File: src/rtl/seq_mul_gen.sv
// ============================================================================
// Module   : seq_mul_gen
// Brief    : Shift-add WIDTH x WIDTH multiplier, signed/unsigned, early exit.
// Revision : 1.0 - initial release
// ============================================================================
`default_nettype none

module seq_mul_gen #(
  parameter int WIDTH = 16
) (
  input  logic               CLK,
  input  logic               RESET,
  input  logic               LOAD,
  input  logic               SIGNED,
  input  logic [WIDTH-1:0]   A,
  input  logic [WIDTH-1:0]   B,
  output logic               Wait,
  output logic               Ready,
  output logic [2*WIDTH-1:0] result
);

  localparam int PROD_W = 2 * WIDTH;

  typedef enum logic [1:0] {
    ST_IDLE = 2'd0,
    ST_RUN  = 2'd1,
    ST_FIN  = 2'd2
  } state_t;

  state_t              r_state;
  state_t              w_state_nxt;
  logic [PROD_W-1:0]   r_acc;
  logic [PROD_W-1:0]   r_mcand;
  logic [WIDTH-1:0]    r_mplier;
  logic                r_neg;
  logic                r_ready;
  logic [PROD_W-1:0]   r_result;

  logic [WIDTH-1:0]    w_a_mag;
  logic [WIDTH-1:0]    w_b_mag;
  logic                w_neg;
  logic [PROD_W-1:0]   w_acc_add;
  logic [PROD_W-1:0]   w_final;

  // Most-negative operand negates to 2^(WIDTH-1), which is still exact unsigned.
  assign w_a_mag   = (SIGNED && A[WIDTH-1]) ? -A : A;
  assign w_b_mag   = (SIGNED && B[WIDTH-1]) ? -B : B;
  assign w_neg     = SIGNED & (A[WIDTH-1] ^ B[WIDTH-1]);
  assign w_acc_add = r_mplier[0] ? (r_acc + r_mcand) : r_acc;
  assign w_final   = r_neg ? -r_acc : r_acc;

  assign Ready  = r_ready;
  assign result = r_result;

  always_ff @(posedge CLK or negedge RESET) begin
    if (!RESET) begin
      r_state <= ST_IDLE;
    end else begin
      r_state <= w_state_nxt;
    end
  end

  always_comb begin
    w_state_nxt = r_state;
    Wait        = 1'b0;
    case (r_state)
      ST_IDLE: begin
        if (LOAD) begin
          w_state_nxt = ST_RUN;
        end
      end
      ST_RUN: begin
        Wait = 1'b1;
        if (r_mplier == '0) begin
          w_state_nxt = ST_FIN;
        end
      end
      ST_FIN: begin
        Wait        = 1'b1;
        w_state_nxt = ST_IDLE;
      end
      default: begin
        w_state_nxt = ST_IDLE;
      end
    endcase
  end

  always_ff @(posedge CLK or negedge RESET) begin
    if (!RESET) begin
      r_acc    <= '0;
      r_mcand  <= '0;
      r_mplier <= '0;
      r_neg    <= 1'b0;
      r_ready  <= 1'b0;
      r_result <= '0;
    end else begin
      case (r_state)
        ST_IDLE: begin
          if (LOAD) begin
            r_acc    <= '0;
            r_mcand  <= {{WIDTH{1'b0}}, w_a_mag};
            r_mplier <= w_b_mag;
            r_neg    <= w_neg;
            r_ready  <= 1'b0;
          end
        end
        ST_RUN: begin
          // Stop shifting once no multiplier bits remain; FIN follows next edge.
          if (r_mplier != '0) begin
            r_acc    <= w_acc_add;
            r_mcand  <= r_mcand << 1;
            r_mplier <= r_mplier >> 1;
          end
        end
        ST_FIN: begin
          r_result <= w_final;
          r_ready  <= 1'b1;
        end
        default: begin
          r_ready <= 1'b0;
        end
      endcase
    end
  end

endmodule

`default_nettype wire

File: config.mk
export PLATFORM = sky130hd
export DESIGN_NAME = seq_mul_gen
export DESIGN_NICKNAME = d
export VERILOG_FILES = /design/src/rtl/seq_mul_gen.sv
export SDC_FILE = /design/constraint.sdc
export NUM_CORES = 1
export LEC_CHECK = 0
export CAP_MARGIN = 0
export CORE_MARGIN = 2
export CORE_UTILIZATION = 35
export DETAILED_ROUTE_END_ITERATION = 6
export SETUP_SLACK_MARGIN = 0.05
export SLEW_MARGIN = 40
export SYNTH_ARGS = -nofsm -noshare
export SYNTH_HDL_FRONTEND = slang
export SYNTH_SLANG_ARGS = --single-unit
File: constraint.sdc
create_clock -name CLK -period 3.6 [get_ports CLK]
set_input_delay 0.72 -clock CLK [delete_from_list [all_inputs] [get_ports CLK]]
set_output_delay 0.72 -clock CLK [all_outputs]
set_load 0.02 [all_outputs]
==> results.cfg, run 1 <==
[layout]
nFillCells = 2129
drive_gt1_frac = 0.07054
mostFrequentLayoutCells = nand2_1 (119), dfrtp_1 (116), a21oi_1 (103), o21ai_0 (88), nor2_1 (78)
syn_to_final_growth_pct = 20.95
ff_latch_area_um2 = 2903
utilization = 0.4340
multi_input_area_um2 = 4439
final_common_cell = nand2_1
diodes = 0
fin_nets = 1026

[worst_setup_path]
crit_fanout = 5
critPathKind = reg -> reg
r2r_slack_ns = 0.34
reg2regPathDepth = 8
critPathLaunchType = flip-flop
slowest_stage = a211oi_1
arrival_ns = 3.57
required_ns = 3.90
r2r_start = r_acc[3]$_DFFE_PN0P_
critPathMaxStageDelay_ns = 0.54
setup.worst_path.start = r_acc[3]$_DFFE_PN0P_
cp_num_buf_inv = 0
worst_r2r_endpoint = r_acc[23]$_DFFE_PN0P_
end_kind = flip-flop
critPathTopFamily = compound AO/OA/AOI/OAI gates
crit_chain = ha_1, and3_1, a211oi_1, o21ai_0, a21oi_1, o31ai_1, or2_2, a32o_1

[power_and_ir_drop]
fin_total_pwr_mw = 7.117
p_per_area_nw_per_um2 = 775.1
leakagePower_nw = 3.974
ir_worst_vdd_uv = 319.7

[sta]
worst_hold_slack_ns = 0.3303
relSlewSlack = 0.5198
fmax_ghz = 0.3066
finalCritPeriodShare = 0.9061
fin_crit_ns = 3.262
rsz0062_at_grt = no
worst_pin_slew_ns = 0.7203
finalClockSkew_ns = 0.009044
setup_viol = 0
drv_slew = 0
finalSetupTns_ns = 0
hold_viol_final = 0

[route]
ant_nets = 0
vias = 6482
drc_errors = 0
routed_wire_length_per_instance_um = 14.90
via_per_inst = 5.232
drt_wl_total_mm = 18.46
drt_first_pass_iters = 5
drt_iter0_markers = 420

[flow_run]
drv_cap = 0

[place]
port-buffer-count = 69
gp_congestion = 0.9100
hpwlAfterDp_mm = 13.87

[floorplan]
coreArea_um2 = 21150
die_width_um = 151.3
initial_utilization = 0.3588
io_pins = 70
chipHeight_um = 151.3
rows = 53
dieArea_um2 = 22880

[clock_network]
cts.sinks = 116
worst_skew_pair.late_latency_ns = 0.42
cts_tree = yes
path_clk_slew_ns = 0.06
htree_levels = 4
cts_setup_buffers = 0
cts_resized = 0
holdBufCountCts = 0
numCtsBuffers = 17
cts_buffer_depth = 2
cts-root-buf = clkbuf_16

[synthesis]
synth_top_cell_area_share = 0.3824
avgSynthCellArea_um2 = 8.472
yosysSeqAreaShare = 0.3824
synth-seq-cells = 116
syn_inst = 896
syn_nets = 971
syn-cell-area_um2 = 7591
netlist-cell-type-count = 62
synth.area.top_cells = dfrtp_1 (38%), a21oi_1 (6.8%), ha_1 (6.3%)
ys_warn_count = 0
synth_top_area_cell = dfrtp_1
synth_edf_count = 0
ys.flop_type = dfrtp_1
synth-async-reset-ratio = 1.000

[grt]
grt-ovfl-total = 0
grt_use_total = 0.1741
grt_pass1_wl_mm = 31.47
first_global_vias = 6126
grt_max_degree = 53
antenna_found_initial = 0

[worst_hold_path]
min_path_type = in -> async

[run_status]
status = complete, no violations
per-layer routing:
| metal | GRT usage | part of all wire | vias to the layer above |
|---|---|---|---|
| met1 | 0.2533 | 0.51 | 2976 |
| li1 | - | - | 3335 |
| met5 | 0 | 0 | - |
| met4 | 0.07383 | 0.026 | 0 |
| met3 | 0.03373 | 0.040 | 29 |
| met2 | 0.2502 | 0.42 | 142 |
registers in the layout (all words and copies together) (netlist names):
register  count
r_acc        32
r_mcand      32
result       32
r_mplier     16
r_state       2
Ready         1
r_neg         1
power by group:
| group | leakage [nW] | total [mW] | switching, mW | internal [mW] |
|---|---|---|---|---|
| registers | 1.53 | 2.11 | 0.367 | 1.74 |
| clock network | 0.288 | 1.69 | 0.615 | 1.07 |
| logic | 2.15 | 3.32 | 1.98 | 1.35 |
layout make-up:
cell class	count	share of cell area
Sequential cell	116	0.3162
Clock buffer	20	0.05083
Tap cell	275	0.03748
Clock inverter	12	0.01404
Multi-Input combinational cell	712	0.4835
Inverter	17	0.006950
Timing Repair Buffer	87	0.09103
how the worst max path moves through the flow:
stage	slack (ns)	endpoint	depth (start not counted)
floorplan	0.90	r_acc[30]$_DFFE_PN0P_	9
global placement	0.49	r_acc[23]$_DFFE_PN0P_	8
detailed placement	0.38	r_acc[23]$_DFFE_PN0P_	8
CTS	0.37	r_acc[23]$_DFFE_PN0P_	8
global route	0.09	r_acc[27]$_DFFE_PN0P_	9
finish	0.34	r_acc[23]$_DFFE_PN0P_	8
metrics by stage:
stage               instance area (um^2)  setup slack (ns)  std cells
floorplan                           7591            0.9000        896
global placement                    8586            0.4860       1207
detailed placement                  8586            0.3807       1207
CTS                                 9181            0.3677       1239
global route                        9181           0.08999       1239
finish                              9181            0.3382       1239
Yosys cell counts (2+ instances only):
| master | number |
|---|---|
| nor2_1 | 78 |
| a31oi_1 | 3 |
| o21ai_0 | 88 |
| or3_1 | 10 |
| inv_1 | 16 |
| and3_1 | 8 |
| and2_1 | 5 |
| dfrtp_1 | 116 |
| nand2b_1 | 4 |
| a221oi_1 | 2 |
| xnor2_1 | 29 |
| or4_1 | 4 |
| a32o_1 | 3 |
| a21o_1 | 10 |
| o21bai_1 | 6 |
| o31ai_1 | 16 |
| nand2_1 | 119 |
| a21boi_0 | 3 |
| a211oi_1 | 4 |
| mux2i_1 | 4 |
| nand4_1 | 11 |
| xor2_1 | 47 |
| o21a_1 | 6 |
| clkbuf_1 | 47 |
| a21oi_1 | 103 |
| nand3b_1 | 4 |
| and4_1 | 4 |
| a22o_1 | 25 |
| mux2_2 | 3 |
| nor2b_1 | 6 |
| o41ai_1 | 6 |
| o211ai_1 | 4 |
| ha_1 | 38 |
| nand3_1 | 12 |
| nor3_1 | 15 |
| nor3b_1 | 2 |
| buf_2 | 3 |
| nor4_1 | 8 |
worst register-to-register path: cells and delay by family, from the launching register on:
| kind | cells | cell delay, ns |
|---|---|---|
| compound gates | 5 | 1.83 |
| fa+ha+maj | 1 | 0.38 |
| flops | 1 | 0.43 |
| simple gates | 2 | 0.50 |
cells by family after synthesis:
| logic type | after synthesis | synth area share |
|---|---|---|
| adders and majority gates | 39 | 0.06527 |
| buffers and inverters | 68 | 0.03412 |
| xor gates and xnor gates | 76 | 0.08769 |
| AOI/OAI and AO/OA | 291 | 0.2354 |
| and+or+nand+nor | 299 | 0.1854 |
| muxes | 7 | 0.009725 |
| DFF | 116 | 0.3824 |
(Power assumes the default switching activity.)
==> run 2: changes to the inputs <==
--- a/config.mk
+++ b/config.mk
@@ -8,6 +8,7 @@
 export CAP_MARGIN = 0
 export CORE_MARGIN = 2
 export CORE_UTILIZATION = 35
+export CTS_CLUSTER_SIZE = 24
 export DETAILED_ROUTE_END_ITERATION = 6
 export SETUP_SLACK_MARGIN = 0.05
 export SLEW_MARGIN = 40
==> results of run 2 <==
No change in the layout: final DEF, timing and power equal those of run 1.
